[src/rtl/uart_tx_scheduler.sv]
// uart_tx_scheduler: queues 16-bit words from the core and sends each one as
// two back-to-back 8N1 UART frames on a single serial line.
//
// Ports:
//   clk        system clock, rising edge
//   rst        asynchronous active-low reset
//   tx_req     enqueue strobe, one word per cycle
//   tx_data    word to enqueue, valid with tx_req
//   ovf_clr    clears the sticky overflow flag
//   tx         serial line, idle high (registered)
//   busy       FIFO non-empty or frame in progress (decoded from state/count)
//   fifo_full  count == FIFO_DEPTH (decoded from count)
//   fifo_count number of queued words
//   overflow   sticky, set when a tx_req is dropped (registered)
module uart_tx_scheduler #(
  parameter int unsigned CLKS_PER_BIT = 434,
  parameter int unsigned FIFO_DEPTH   = 4,
  parameter bit          MSB_FIRST    = 1'b1
) (
  input  logic                          clk,
  input  logic                          rst,
  input  logic                          tx_req,
  input  logic [15:0]                   tx_data,
  input  logic                          ovf_clr,
  output logic                          tx,
  output logic                          busy,
  output logic                          fifo_full,
  output logic [$clog2(FIFO_DEPTH):0]   fifo_count,
  output logic                          overflow
);

  localparam int unsigned PW = $clog2(FIFO_DEPTH);
  localparam int unsigned CW = PW + 1;
  localparam int unsigned BW = (CLKS_PER_BIT > 1) ? $clog2(CLKS_PER_BIT) : 1;

  typedef enum logic [1:0] {
    IDLE  = 2'd0,
    START = 2'd1,
    DATA  = 2'd2,
    STOP  = 2'd3
  } state_t;

  state_t          state_q, state_d;
  logic [PW-1:0]   wr_ptr_q, wr_ptr_d;
  logic [PW-1:0]   rd_ptr_q, rd_ptr_d;
  logic [CW-1:0]   count_q, count_d;
  logic [BW-1:0]   baud_q, baud_d;
  logic [2:0]      bit_cnt_q, bit_cnt_d;
  logic            second_q, second_d;
  logic [15:0]     hold_q, hold_d;
  logic            tx_q, tx_d;
  logic            overflow_q, overflow_d;
  logic [15:0]     mem_q [FIFO_DEPTH];

  logic            full_c;
  logic            push_c;
  logic            drop_c;
  logic            pop_c;
  logic            baud_done_c;
  logic [7:0]      cur_byte_c;
  logic [2:0]      bit_nxt_c;

  // FIFO control; full check uses the pre-edge count so a same-edge pop never frees a slot
  assign full_c      = (count_q == CW'(FIFO_DEPTH));
  assign push_c      = tx_req && !full_c;
  assign drop_c      = tx_req && full_c;
  assign pop_c       = (state_q == IDLE) && (count_q != '0);
  assign baud_done_c = (baud_q == BW'(CLKS_PER_BIT - 1));
  assign bit_nxt_c   = bit_cnt_q + 3'd1;

  // High byte is on the line when exactly one of (second byte, MSB_FIRST) holds
  assign cur_byte_c  = (second_q ^ MSB_FIRST) ? hold_q[15:8] : hold_q[7:0];

  // Pointer, count and sticky overflow next-state
  always_comb begin
    wr_ptr_d   = wr_ptr_q;
    rd_ptr_d   = rd_ptr_q;
    overflow_d = overflow_q;
    if (push_c) wr_ptr_d = wr_ptr_q + PW'(1);
    if (pop_c)  rd_ptr_d = rd_ptr_q + PW'(1);
    count_d = count_q + CW'(push_c) - CW'(pop_c);
    if (drop_c) begin
      overflow_d = 1'b1;
    end else if (ovf_clr) begin
      overflow_d = 1'b0;
    end
  end

  // Frame sequencer next-state; baud counter restarts on every state entry
  always_comb begin
    state_d   = state_q;
    baud_d    = baud_q;
    bit_cnt_d = bit_cnt_q;
    second_d  = second_q;
    hold_d    = hold_q;
    tx_d      = tx_q;
    case (state_q)
      IDLE: begin
        tx_d = 1'b1;
        if (pop_c) begin
          hold_d   = mem_q[rd_ptr_q];
          second_d = 1'b0;
          baud_d   = '0;
          tx_d     = 1'b0;
          state_d  = START;
        end
      end
      START: begin
        if (baud_done_c) begin
          baud_d    = '0;
          bit_cnt_d = '0;
          tx_d      = cur_byte_c[0];
          state_d   = DATA;
        end else begin
          baud_d = baud_q + BW'(1);
        end
      end
      DATA: begin
        if (baud_done_c) begin
          baud_d = '0;
          if (bit_cnt_q == 3'd7) begin
            tx_d    = 1'b1;
            state_d = STOP;
          end else begin
            bit_cnt_d = bit_nxt_c;
            tx_d      = cur_byte_c[bit_nxt_c];
          end
        end else begin
          baud_d = baud_q + BW'(1);
        end
      end
      STOP: begin
        if (baud_done_c) begin
          baud_d = '0;
          if (!second_q) begin
            // Second byte follows the first stop bit with no gap
            second_d = 1'b1;
            tx_d     = 1'b0;
            state_d  = START;
          end else begin
            tx_d    = 1'b1;
            state_d = IDLE;
          end
        end else begin
          baud_d = baud_q + BW'(1);
        end
      end
      default: begin
        tx_d    = 1'b1;
        state_d = IDLE;
      end
    endcase
  end

  // State registers
  always_ff @(posedge clk or negedge rst) begin
    if (!rst) begin
      state_q    <= IDLE;
      wr_ptr_q   <= '0;
      rd_ptr_q   <= '0;
      count_q    <= '0;
      baud_q     <= '0;
      bit_cnt_q  <= '0;
      second_q   <= 1'b0;
      hold_q     <= '0;
      tx_q       <= 1'b1;
      overflow_q <= 1'b0;
    end else begin
      state_q    <= state_d;
      wr_ptr_q   <= wr_ptr_d;
      rd_ptr_q   <= rd_ptr_d;
      count_q    <= count_d;
      baud_q     <= baud_d;
      bit_cnt_q  <= bit_cnt_d;
      second_q   <= second_d;
      hold_q     <= hold_d;
      tx_q       <= tx_d;
      overflow_q <= overflow_d;
    end
  end

  // Word storage; contents are don't-care until written
  always_ff @(posedge clk) begin
    if (push_c) mem_q[wr_ptr_q] <= tx_data;
  end

  assign tx         = tx_q;
  assign overflow   = overflow_q;
  assign busy       = (state_q != IDLE) || (count_q != '0);
  assign fifo_full  = full_c;
  assign fifo_count = count_q;

endmodule
[config.mk]
export PLATFORM = sky130hd
export DESIGN_NAME = uart_tx_scheduler
export DESIGN_NICKNAME = d
export VERILOG_FILES = /design/src/rtl/uart_tx_scheduler.sv
export SDC_FILE = /design/constraint.sdc
export NUM_CORES = 1
export LEC_CHECK = 0
export ABC_AREA = 1
export CAP_MARGIN = 20
export CORE_MARGIN = 3
export CORE_UTILIZATION = 63
export CTS_CLUSTER_SIZE = 28
export DETAILED_ROUTE_END_ITERATION = 16
export GPL_ROUTABILITY_DRIVEN = 0
export PLACE_DENSITY_LB_ADDON = 0.05
export SYNTH_ARGS = -nofsm -noshare
export SYNTH_HDL_FRONTEND = slang
export SYNTH_SLANG_ARGS = --single-unit
[constraint.sdc]
create_clock -name clk -period 5.55 [get_ports clk]
set_input_delay 0.8325 -clock clk [delete_from_list [all_inputs] [get_ports clk]]
set_output_delay 0.8325 -clock clk [all_outputs]
set_load 0.01 [all_outputs]
After elaboration in Yosys (flattened, before gate mapping)
Memories as Yosys holds them, arrays and structs flattened. A register that Yosys moved wholly into a read port is not among the register bits.
Cells that the tools add are included.
{"block": "totals", "reg_bits": 24, "ram_bits": 64, "inputBits": 20, "output_inout_bits": 7, "wordCells": 78, "n_memories": 1}
{"memory": "mem_q", "depth": 4, "word_bits": 16, "rd": 1, "rd_clocked_by_memory_dff": 1, "wr": 1, "line_no": "53", "source": "logic [15:0] mem_q [FIFO_DEPTH];"}
{"block": "op_classes", "n_addsub": 6, "magnitude_cmp": 1, "eq_ne": 12, "muxes": 31, "reduce_logical": 18}
{"cell": "two-way mux 9 bit", "count": 2}
{"cell": "case mux 9 bit (2 select lines)", "count": 1}
{"cell": "two-way mux 1 bit", "count": 14}
{"cell": "!= test 2 bit, second input constant", "count": 6}
{"cell": "two-way mux 2 bit", "count": 5}
{"cell": "adder 9 x 1 -> 9 bit, second input constant", "count": 1}
{"cell": "== test 9 bit, second input constant", "count": 1}
{"cell": "two-way mux 3 bit", "count": 3}
{"cell": "two-way mux 8 bit", "count": 1}
{"cell": "case mux 2 bit (4 select lines)", "count": 1}
{"cell": "nonzero test 2 bit", "count": 4}
{"cell": "== test 3 bit, second input constant", "count": 2}
{"cell": "case mux 3 bit (2 select lines)", "count": 1}
{"cell": "AND reduction 3 bit", "count": 2}
{"cell": "AND reduction 5 bit", "count": 1}
{"cell": "adder 2 x 1 -> 2 bit, second input constant", "count": 2}
{"cell": "== test 2 bit, second input constant", "count": 2}
{"cell": "less-than comparator 3 x 4 -> 1 bit, second input constant", "count": 1}
{"cell": "case mux 1 bit (4 select lines)", "count": 1}
{"cell": "AND reduction 4 bit", "count": 1}
{"cell": "adder 3 x 1 -> 3 bit", "count": 1}
{"cell": "adder 3 x 1 -> 3 bit, second input constant", "count": 1}
{"cell": "binary-select mux 1 bit (select 3 bit)", "count": 1}
{"cell": "logical AND 1 bit", "count": 3}
{"cell": "other kinds (9)", "count": 10}

Logic depth before layout (Yosys ltp)
Gate-level depths: netlist (run 1).
{"block": "logic_depth", "ltp_word": 6, "ltp_mapped": 11, "depth_no_buf": 11}

Worst setup path after synthesis (run 1)
No wires, ideal clock.
{"block": "synth_path", "path_kind": "input to register", "startpoint": "input tx_req", "endpoint": "memory mem_q[0][0], enable pin", "setup_ps": 389, "arrival_ps": 1639, "required_ps": 5161, "path_slack_ps": 3522, "stages": 2, "path_buffers": 0, "cell_sequence": "o21ai_2 -> nor2_1"}
{"block": "synth_between", "elab_chain_cells": 3}
{"element": "from (decl)", "line_no": "22", "source": "input logic tx_req,"}
{"element": "logical AND 1 bit", "line_no": "65", "source": "assign push_c = tx_req && !full_c;"}
{"element": "two-way mux 1 bit", "line_no": "184", "source": "if (push_c) mem_q[wr_ptr_q] <= tx_data;"}
{"element": "two-way mux 1 bit (implied by the code)", "line_no": "184"}
{"element": "to (decl)", "line_no": "53"}
No other way between the ends.

Final worst setup path (run 1)
{"block": "layout_path", "startpoint": "register state_q[1]", "endpoint": "output busy"}
{"block": "layout_between", "elab_chain_cells": 2}
{"element": "from (decl)", "line_no": "43", "source": "state_t state_q, state_d;"}
{"element": "from (signal assigned)", "line_no": "169", "source": "state_q <= state_d;"}
{"element": "nonzero test 2 bit", "line_no": "189", "source": "assign busy = (state_q != IDLE) || (count_q != '0);"}
{"element": "logical OR 1 bit", "line_no": "189"}
{"element": "to (decl)", "line_no": "26", "source": "output logic busy,"}
No other way between the ends.

==> summary.txt, run 1 <==
Cells and area
  – Finished Layout Cells: 551
  – Diodes inserted: 0
  – Most common cell after layout, fill and taps aside: nor2_1
  – Commonest non-fill, non-tap cells in the layout: nor2_1, edfxtp_1, nand2_1, o21ai_0, dfrtp_1
  – Layout Nets: 485
  – Share of cells above drive strength 1: 7.47%
  – Layout area overhead: 12.0%

Synth
  – Area leader, netlist: edfxtp_1
  – Xor-xnor portion of the synthesized cell area: 1.36%
  – FF+latch count, synth: 104
  – Synth area leaders: edfxtp_1, dfrtp_1, nor2_1
  – Main combinational cell family by area after synthesis: simple AND/OR/NAND/NOR gates
  – Synth top area share: 42.5%
  – Synth Area in Compound Gates: 9.64%
  – Netlist cell types: 33
  – Multiplexer share of the synthesized area: 0%
  – Yosys warns: 0
  – Mapped Avg Cell Area: 10.7 um^2
  – Mapped Cells: 422
  – Syn nets: 457
  – Synth Area in Adders: 4.32%
  – Post-synthesis cell area: 4520 um^2
  – Post-Synth Simple-Gate Area: 15.4%
  – Post-synthesis sequential area ratio: 64.7%

Critical path
  – Buffers & Inverters on Critical Path: 4
  – Endpoint type of the worst setup path: primary output
  – Crit path from: state_q[1]
  – CP required: 4720 ps
  – Critical path's most frequent cell: inv_1
  – Reg-to-reg critical path startpoint: state_q[1]
  – Slowest stage delay, CP: 520 ps
  – CP cell instances: inv_1, ha_1, inv_1, nor2_2, inv_1, clkdlybuf4s50_1
  – Top Family by Delay on Critical Path: buffers and inverters
  – Slowest-stage cell, CP: clkdlybuf4s50_1
  – Crit start category: flop
  – CP max FO: 7
  – Arr. time, crit path: 2200 ps
  – Path type of the worst setup path: flop to primary output

STA
  – Slew of the pin with the lowest slew margin: 894 ps
  – Fin. Hold Viols: 0
  – Tcrit/Tclk final: 54.6%
  – Slew Limit Fails: 0
  – Final Critical Period: 3030 ps
  – Max Fclk: 330 MHz
  – Slew HR: 40.4%
  – Clock Skew: 8.77 ps
  – Fin Hold WS: 471 ps
  – RSZ-0062 raised after global routing: no
  – Fin Setup TNS: 0 ps
  – Final setup viols: 0

Power and ir drop
  – PD cells: 332 nW/um^2
  – Leak Pwr: 1.96 nW
  – Max rail drop VDD: 0.000210 V

Clock network
  – Worst-Skew Late Latency: 370 ps
  – Root Buffer: clkbuf_8
  – # clock sinks: 104
  – CTS tree: done
  – Htree depth: 3
  – CTS Hold Bufs: 0
  – Post-CTS resize count: 0
  – TritonCTS buffer count: 9
  – Clock buffer depth: 2
  – Clock Pin Slew Worst Setup and Hold Paths: 100 ps
  – Post-CTS Setup Bufs: 0

Drt
  – Routed via count: 3,034
  – Final WL: 8520 um
  – Pre-antenna DRT Iters: 4
  – Wirelength per Cell: 15.5 um
  – Initial DRC count: 155
  – DRT antenna net count: 0
  – DRC Markers: 0
  – DR vias/cell: 5.51

Die
  – IO Pins: 27
  – Total die area: 8220 um^2
  – Die outline width: 90.7 um
  – Initial Utilization: 65.8%
  – Core Region: 6870 um^2
  – Die height: 90.7 um
  – Num rows: 30

Flow run
  – Max Cap Viol: 0

GRT
  – GRT busiest layer: met2
  – Initial antenna violation count: 0
  – Met1 usage in global routing: 27.8%
  – Largest net degree at the start of global routing: 41
  – Met3 usage: 4.50%
  – First-pass GRT wire length: 14,600 um
  – Met2 global-route usage: 39.2%
  – Vias in the first global route: 3,067
  – Tot GR Track Use: 23.1%
  – Total grt overflow: 0

Placement
  – Placed insts: 535
  – DP HPWL: 5700 um
  – IO buf count: 26

Hold path
  – HP Start: tx
  – Hold crit path type: flop to flop

Run status
  – Status: complete, no violations
-- cell families (layout without fill, tap and decap cells) --
group,after synthesis,after routing
adders and majority gates,15,15
xor gates and xnor gates,7,7
and+or+nand+nor,168,168
AOI/OAI and AO/OA,76,76
buffers and inverters,52,85
DFF,104,104
-- worst register-to-register path, delay by kind of cell (launching register included) --
family | cells | cell delay, ps
adders and majority gates | 3 | 770
DFF | 1 | 430
xor gates and xnor gates | 2 | 370
buffers and inverters | 2 | 190
and+or+nand+nor | 1 | 190
-- state kept, by name, indices dropped and copies added (netlist names), 2 cells and up --
register / flops
bit_cnt_q: 3
baud_q: 9
fifo_count: 3
wr_ptr_q: 2
hold_q: 16
rd_ptr_q: 2
state_q: 2
mem_q: 64
-- through the flow --
stage | instance area [um^2] | util (%) | setup WS [ps] | power [mW]
global route | 5060 | 73.7 | 2290 | 1.77
global placement | 4870 | 70.8 | 2970 | 1.22
detailed placement | 4870 | 70.8 | 2900 | 1.23
finish | 5060 | 73.7 | 2520 | 1.68
floorplan | 4520 | - | 3520 | 1.12
CTS | 5060 | 73.7 | 2500 | 1.70
-- power breakdown --
part	internal [mW]	leakage, nW	switching, mW
registers	0.947	1.07	0.0381
logic	0.0883	0.788	0.143
clock network	0.211	0.0968	0.252
total	1.25	1.96	0.434
-- cell usage after synthesis --
| library cell | n |
|---|---|
| a211oi_1 | 2 |
| a21oi_1 | 4 |
| a31oi_1 | 17 |
| buf_1 | 1 |
| buf_2 | 10 |
| clkbuf_1 | 3 |
| clkinv_1 | 1 |
| dfrtp_1 | 39 |
| dfstp_2 | 1 |
| edfxtp_1 | 64 |
| fa_1 | 1 |
| ha_1 | 14 |
| inv_1 | 33 |
| inv_2 | 4 |
| nand2_1 | 48 |
| nand2_2 | 1 |
| nand3_1 | 15 |
| nand3_2 | 1 |
| nand3_4 | 1 |
| nand4_1 | 2 |
| nor2_1 | 94 |
| nor2_2 | 2 |
| nor2_4 | 1 |
| nor3_1 | 2 |
| o21ai_0 | 41 |
| o21ai_1 | 4 |
| o21ai_2 | 1 |
| o22ai_1 | 5 |
| o31ai_1 | 1 |
| o31ai_4 | 1 |
| or2_1 | 1 |
| xnor2_1 | 1 |
| xor2_1 | 6 |
-- layout make-up --
cell class	count	area, um^2
flip-flops and latches	104	2920
fillers	486	1810
multi-input cells	266	1390
repair buffers	31	293
inverters	38	143
clock buffers	10	128
well taps	96	120
clock inverters	6	68.8
-- layer usage --
layer | up-vias | wire [um]
li1 | 1484 | -
met1 | 1446 | 3470
met2 | 90 | 4420
met3 | 14 | 454
met4 | 0 | 177
met5 | - | 0
-- path summary, 6_finish.rpt --
kind	end	slack [ps]	cells past startpoint
hold reg to reg	tx	470	2
setup reg to reg	fifo_count[2]	3470	8
max in group asynchronous	state_q[0]	4400	1
setup / recovery	busy	2520	6
min in group asynchronous	overflow	590	1
hold / removal	tx	470	2
Power figures use the tool's default switching activity.
==> inputs of run 2 (changes only) <==
- CORE_UTILIZATION: 63 -> 53
- clock period: 5.55 -> 2.6 ns (I/O delays scaled with it)
==> run 2 against run 1 <==
  * Sequential power increased by 110%
  * Cell count increased by 1.8%
  * Flip-flop and latch count unchanged
  * Clock skew increased by 4.0 ps
  * Via count decreased by 2.1%
  * Hold slack got worse by 330 ps
  * Routed wire length decreased by 2.3%
  * Critical path type unchanged
  * Sequential share of layout area decreased by 0.37 points
  * Power increased by 120%
  * Utilization decreased by 12 points
==> summary.txt, run 2 (synthesis gave the netlist of run 1 again) <==
Run status
  – Status: complete, no violations (unchanged)

Critical path
  – CP required: 2210 ps (was 4720 ps)
  – CP max FO: 7 (unchanged)
  – R2R depth: 7 (was 8)
  – Arr. time, crit path: 2030 ps (was 2200 ps)
  – Endpoint type of the worst setup path: primary output (unchanged)
  – Path type of the worst setup path: flop to primary output (unchanged)
  – Crit start category: flop (unchanged)

Cells and area
  – Number of flip-flops under the largest register name: 64 (unchanged)
  – Layout area overhead: 12.8% (was 12.0%)
  – Share of cells above drive strength 1: 8.11% (was 7.47%)
  – Layout Nets: 486 (was 485)
  – Largest regs: mem_q x64, hold_q x16, baud_q x9 (unchanged)
  – Most common cell after layout, fill and taps aside: nor2_1 (unchanged)
  – Finished Layout Cells: 561 (was 551)
  – Commonest non-fill, non-tap cells in the layout: nor2_1, edfxtp_1, nand2_1, o21ai_0, dfrtp_1 (unchanged)
  – Most flops, register: mem_q (unchanged)
  – Final core utilization: 61.7% (was 73.7%)
  – Diodes inserted: 0 (unchanged)
  – Fin area: 5090 um^2 (was 5060 um^2)

Die
  – Die outline width: 98.3 um (was 90.7 um)
  – Num rows: 33 (was 30)
  – Die height: 98.3 um (was 90.7 um)
  – Core Region: 8260 um^2 (was 6870 um^2)
  – Initial Utilization: 54.7% (was 65.8%)
  – Total die area: 9670 um^2 (was 8220 um^2)
  – IO Pins: 27 (unchanged)

STA
  – Fin. Hold Viols: 0 (unchanged)
  – RSZ-0062 raised after global routing: no (unchanged)
  – Final worst slack: 180 ps (was 2520 ps)
  – Slew HR: 39.3% (was 40.4%)
  – Clock Skew: 12.7 ps (was 8.77 ps)
  – Fin Setup TNS: 0 ps (unchanged)
  – Slew Limit Fails: 0 (unchanged)
  – Final setup viols: 0 (unchanged)
  – Slew of the pin with the lowest slew margin: 910 ps (was 894 ps)
  – Tcrit/Tclk final: 93.1%
  – Final Critical Period: 2420 ps
  – Max Fclk: 413 MHz

Drt
  – Pre-antenna DRT Iters: 5 (was 4)
  – Initial DRC count: 163 (was 155)
  – Wirelength per Cell: 14.8 um (was 15.5 um)
  – Final WL: 8320 um (was 8520 um)
  – DR vias/cell: 5.30 (was 5.51)
  – DRT antenna net count: 0 (unchanged)
  – Routed via count: 2,971 (was 3,034)
  – DRC Markers: 0 (unchanged)

Placement
  – DP HPWL: 5450 um (was 5700 um)
  – Placed insts: 545 (was 535)
  – Pre-CTS setup slack: 406 ps (was 2900 ps)
  – DP Area: 4880 um^2 (was 4870 um^2)
  – IO buf count: 26 (unchanged)

GRT
  – Largest net degree at the start of global routing: 41 (unchanged)
  – Tot GR Track Use: 18.7% (was 23.1%)
  – First-pass GRT wire length: 14,300 um (was 14,600 um)
  – Initial antenna violation count: 0 (unchanged)
  – Vias in the first global route: 3,037 (was 3,067)
  – Total grt overflow: 0 (unchanged)

Power and ir drop
  – Max rail drop VDD: 0.000423 V (was 0.000210 V)
  – PD cells: 711 nW/um^2 (was 332 nW/um^2)
  – Leak Pwr: 1.97 nW (was 1.96 nW)

Clock network
  – TritonCTS buffer count: 9 (unchanged)
  – Root Buffer: clkbuf_8 (unchanged)
  – Htree depth: 3 (unchanged)
  – Clock buffer depth: 2 (unchanged)
  – Clock Pin Slew Worst Setup and Hold Paths: 100 ps (about the same)
  – CTS tree: done (unchanged)
  – # clock sinks: 104 (unchanged)
  – Worst-Skew Late Latency: 370 ps (about the same)

Flow run
  – Max Cap Viol: 0 (unchanged)

Hold path
  – Hold crit path type: input port to async pin (was flop to flop)
run 2: worst max-delay path, cell delays in order, from the launching register on:
cell and delay (ps):
dfrtp_1 430, inv_1 160, ha_2 240, inv_1 70, nor2_4 170, inv_2 110, clkdlybuf4s50_1 490
run 2: final cells by class:
| cell class | count | area [um^2] |
|---|---|---|
| inverter | 38 | 143 |
| clock buffer | 10 | 128 |
| timing repair buffer | 32 | 300 |
| sequential | 104 | 2920 |
| multi-input combinational | 266 | 1390 |
| clock inverter | 6 | 75.1 |
| tap | 105 | 131 |
| fill | 715 | 3160 |
run 2: report_power, final:
| part | switching (mW) | internal, mW | total, mW | leakage, nW |
|---|---|---|---|---|
| clock | 0.564 | 0.461 | 1.03 | 0.0994 |
| sequential | 0.0786 | 2.02 | 2.10 | 1.07 |
| combinational | 0.311 | 0.187 | 0.498 | 0.793 |
run 2: worst paths after layout:
kind	start	to	slack, ps
worst max-delay path	state_q[0]	busy	180
worst min register to register	tx	tx	480
worst min-delay path	rst	wr_ptr_q[0]	140
max in group asynchronous	rst	hold_q[4]	1880
min in group clk	tx	tx	480
worst max register to register	fifo_count[1]	fifo_count[2]	540
run 2: per-stage QoR:
step | hold slack [ps] | power (mW)
6_report | 138 | 3.62
5_1_grt | 209 | 3.80
4_1_cts | 162 | 3.67
3_5_place_dp | 474 | 2.65
3_3_place_gp | 473 | 2.62
2_1_floorplan | 94.4 | 2.38
run 2: routing by layer:
layer | GRT usage, % | part of all wire (%) | routed length (um)
met2 | 32.6 | 51 | 4270
met3 | 4.64 | 3.4 | 284
met4 | 6.09 | 1.2 | 96
met5 | 0 | 0 | 0
met1 | 22.9 | 44 | 3670
run 2: repair_timing:
item | 4_1_cts | 5_1_grt
gates cloned | 0 | 0
hold buffers | 0 | 0
setup endpoints to repair | 1 | 1
buffers inserted | 0 | 0
resized for setup | 1 | 2
==> inputs of run 3 (changes only) <==
--- a/config.mk
+++ b/config.mk
@@ -8,6 +8,8 @@
 export ABC_AREA = 1
 export CAP_MARGIN = 20
+export CELL_PAD_IN_SITES_DETAIL_PLACEMENT = 0
+export CELL_PAD_IN_SITES_GLOBAL_PLACEMENT = 1
 export CORE_MARGIN = 3
-export CORE_UTILIZATION = 53
+export CORE_UTILIZATION = 42
 export CTS_CLUSTER_SIZE = 28
 export DETAILED_ROUTE_END_ITERATION = 16
==> constraint.sdc (replaced) <==
create_clock -name clk -period 2.6 [get_ports clk]
set_input_delay 0.78 -clock clk [delete_from_list [all_inputs] [get_ports clk]]
set_output_delay 0.78 -clock clk [all_outputs]
set_load 0.01 [all_outputs]
==> run 3 against run 2 <==
  * Die area is 24% higher
  * Flip-flop and latch count unchanged
  * Non-clock buffer count grew 5
  * Register-to-register slack hardly changed
  * Power decreased by 1.7%
  * Critical path type unchanged
  * Via count decreased by 2.1%
  * Critical path depth unchanged
  * Utilization fell by 12 points
  * Routed wire length is 8.7% higher
  * Clock-buffer cell count did not move
  * Largest power group unchanged
  * Critical endpoint unchanged
==> summary.txt, run 3 (synthesis gave the netlist of run 1 again) <==
Cells and area
  – Layout area overhead: 14.2% (was 12.8%)
  – Share of cells above drive strength 1: 9.54% (was 8.11%)
  – Fin area: 5160 um^2 (was 5090 um^2)
  – Filler Cell Count: 951 (was 715)
  – Most common cell after layout, fill and taps aside: nor2_1 (unchanged)
  – Commonest non-fill, non-tap cells in the layout: nor2_1, edfxtp_1, nand2_1, o21ai_0, dfrtp_1 (unchanged)
  – Multi-input gate area: 1400 um^2 (was 1390 um^2)
  – FF/Latch Area: 2930 um^2 (was 2920 um^2)
  – Final core utilization: 49.7% (was 61.7%)
  – Largest regs: mem_q x64, hold_q x16, baud_q x9 (unchanged)
  – Number of flip-flops under the largest register name: 64 (unchanged)
  – Most flops, register: mem_q (unchanged)
  – Layout Nets: 491 (was 486)
  – Diodes inserted: 0 (unchanged)

STA
  – Fin. Hold Viols: 0 (unchanged)
  – Tcrit/Tclk final: 91.2% (was 93.1%)
  – Clock Skew: 10.8 ps (was 12.7 ps)
  – RSZ-0062 raised after global routing: no (unchanged)
  – Fin Hold WS: 464 ps (was 138 ps)
  – Fin Setup TNS: 0 ps (unchanged)
  – Slew Limit Fails: 0 (unchanged)
  – Slew HR: 63.6% (was 39.3%)
  – Final worst slack: 228 ps (was 180 ps)
  – Max Fclk: 422 MHz (was 413 MHz)
  – Final Critical Period: 2370 ps (was 2420 ps)
  – Final setup viols: 0 (unchanged)
  – Slew of the pin with the lowest slew margin: 545 ps (was 910 ps)

Power and ir drop
  – Max rail drop VDD: 0.000406 V (was 0.000423 V)
  – Seq pwr share: 59.0% (was 57.9%)
  – Clock Power Share: 27.1% (was 28.3%)
  – P_int: 2.58 mW (was 2.67 mW)
  – Leak Pwr: 1.99 nW (was 1.97 nW)
  – Psw: 0.977 mW (was 0.954 mW)
  – PD cells: 690 nW/um^2 (was 711 nW/um^2)
  – Sw Share: 27.4% (was 26.3%)
  – Combinational share of power: 13.9% (was 13.8%)

Clock network
  – # clock sinks: 104 (unchanged)
  – Clock Pin Slew Worst Setup and Hold Paths: 100 ps (about the same)
  – CTS tree: done (unchanged)
  – Clock buffer depth: 2 (unchanged)
  – TritonCTS buffer count: 9 (unchanged)
  – Root Buffer: clkbuf_8 (unchanged)
  – Worst-Skew Late Latency: 370 ps (about the same)
  – Htree depth: 3 (unchanged)
  – CTS Hold Bufs: 0 (unchanged)

Flow run
  – Max Cap Viol: 0 (unchanged)

Die
  – IO Pins: 27 (unchanged)
  – Initial Utilization: 43.6% (was 54.7%)
  – Die height: 110 um (was 98.3 um)
  – Total die area: 12,000 um^2 (was 9670 um^2)
  – Die outline width: 110 um (was 98.3 um)
  – Core Region: 10,400 um^2 (was 8260 um^2)
  – Num rows: 37 (was 33)

GRT
  – Initial antenna violation count: 0 (unchanged)
  – First-pass GRT wire length: 15,300 um (was 14,300 um)
  – Tot GR Track Use: 17.1% (was 18.7%)
  – Total grt overflow: 0 (unchanged)
  – Largest net degree at the start of global routing: 41 (unchanged)
  – Vias in the first global route: 2,920 (was 3,037)

Critical path
  – Arr. time, crit path: 1590 ps (was 2030 ps)
  – Endpoint type of the worst setup path: primary output (unchanged)
  – Path type of the worst setup path: flop to primary output (unchanged)
  – Slowest-stage cell, CP: dfrtp_1 (was clkdlybuf4s50_1)
  – Crit start category: flop (unchanged)
  – Critical path's most frequent cell: inv_1 (unchanged)
  – Crit path from: state_q[0] (unchanged)
  – CP max FO: 5 (was 7)
  – Top Family by Delay on Critical Path: buffers and inverters (unchanged)
  – Reg-to-reg critical path startpoint: fifo_count[1] (unchanged)
  – Slowest stage delay, CP: 440 ps (was 490 ps)
  – CP cell instances: inv_2, ha_4, inv_1, nor2_2, inv_1, dlygate4sd2_1 (was inv_1, ha_2, inv_1, nor2_4, inv_2, clkdlybuf4s50_1)
  – CP required: 1820 ps (was 2210 ps)
  – Buffers & Inverters on Critical Path: 4 (unchanged)

Placement
  – DP Area: 4960 um^2 (was 4880 um^2)
  – IO buf count: 26 (unchanged)
  – DP HPWL: 5920 um (was 5450 um)
  – Pre-CTS setup slack: 179 ps (was 406 ps)

Drt
  – Wire length on met2: 4460 um (was 4270 um)
  – Routed via count: 2,908 (was 2,971)
  – Wirelength per Cell: 15.2 um (was 14.8 um)
  – Initial DRC count: 164 (was 163)
  – Final WL: 9050 um (was 8320 um)
  – DRT antenna net count: 0 (unchanged)
  – DR top layer: met4 (unchanged)
  – Metal3 WL: 237 um (was 284 um)
  – DR vias/cell: 4.87 (was 5.30)
  – Met1 wire length: 4270 um (was 3670 um)
  – Pre-antenna DRT Iters: 4 (was 5)
  – DRC Markers: 0 (unchanged)

Run status
  – Status: complete, no violations (unchanged)

Hold path
  – Hold crit path type: input port to async pin (unchanged)
## run 3: changes by cell type in the layout (fill, tap and decap cells not counted), sizes merged
cell,previous run,this run
dlygate4sd2,0,2
bufinv,1,0
inv,40,42
clkdlybuf4s50,25,23
clkinvlp,1,0
buf,7,12
## run 3: per-layer routing
layer	vias to the layer above	global-route usage [%]
met3	7	3.88
li1	1484	-
met1	1378	22.1
met4	0	4.27
met2	39	29.3
met5	-	0
## run 3: power groups by stage
stage / logic (mW) / registers [mW] / clock network, mW
finish: 0.495 / 2.10 / 0.964
global route: 0.568 / 2.13 / 1.08
CTS: 0.514 / 2.10 / 1.01
detailed placement: 0.514 / 2.14 / 0
global placement: 0.510 / 2.13 / 0
floorplan: 0.243 / 2.14 / 0
## run 3: area by class of cell
cell class	count	share of cell area (%)
clock inverters	6	1.12
clock buffers	10	2.47
flip-flops and latches	104	56.7
multi-input cells	266	27.1
inverters	38	2.77
well taps	136	3.30
repair buffers	37	6.50
## run 3: timing repair
action	CTS	global route
buffers inserted	0	0
endpoints found under the setup margin	2	0
resized for setup	7	0
## run 3: stage by stage
stage	cells	power [mW]
after detailed placement	581	2.65
after CTS	597	3.63
after global routing	597	3.78
after global placement	581	2.64
final	597	3.56
after floorplan	422	2.38
## run 3: final timing paths
| path | endpoint | slack (ps) | cells after the start |
|---|---|---|---|
| worst max-delay path | busy | 230 | 6 |
| worst min-delay path | overflow | 460 | 2 |
| worst max register to register | fifo_count[2] | 530 | 7 |
| worst min register to register | tx | 470 | 2 |
| max in group asynchronous | fifo_count[1] | 1740 | 2 |
| min in group clk | tx | 470 | 2 |
## run 3: worst reg2reg max path, cell delays in order (launching register included)
cell     delay [ps]
dfrtp_2         460
or2_1           280
o21ai_2         310
xor2_1          180
ha_1            160
inv_1            40
fa_1            380
xor2_1          170
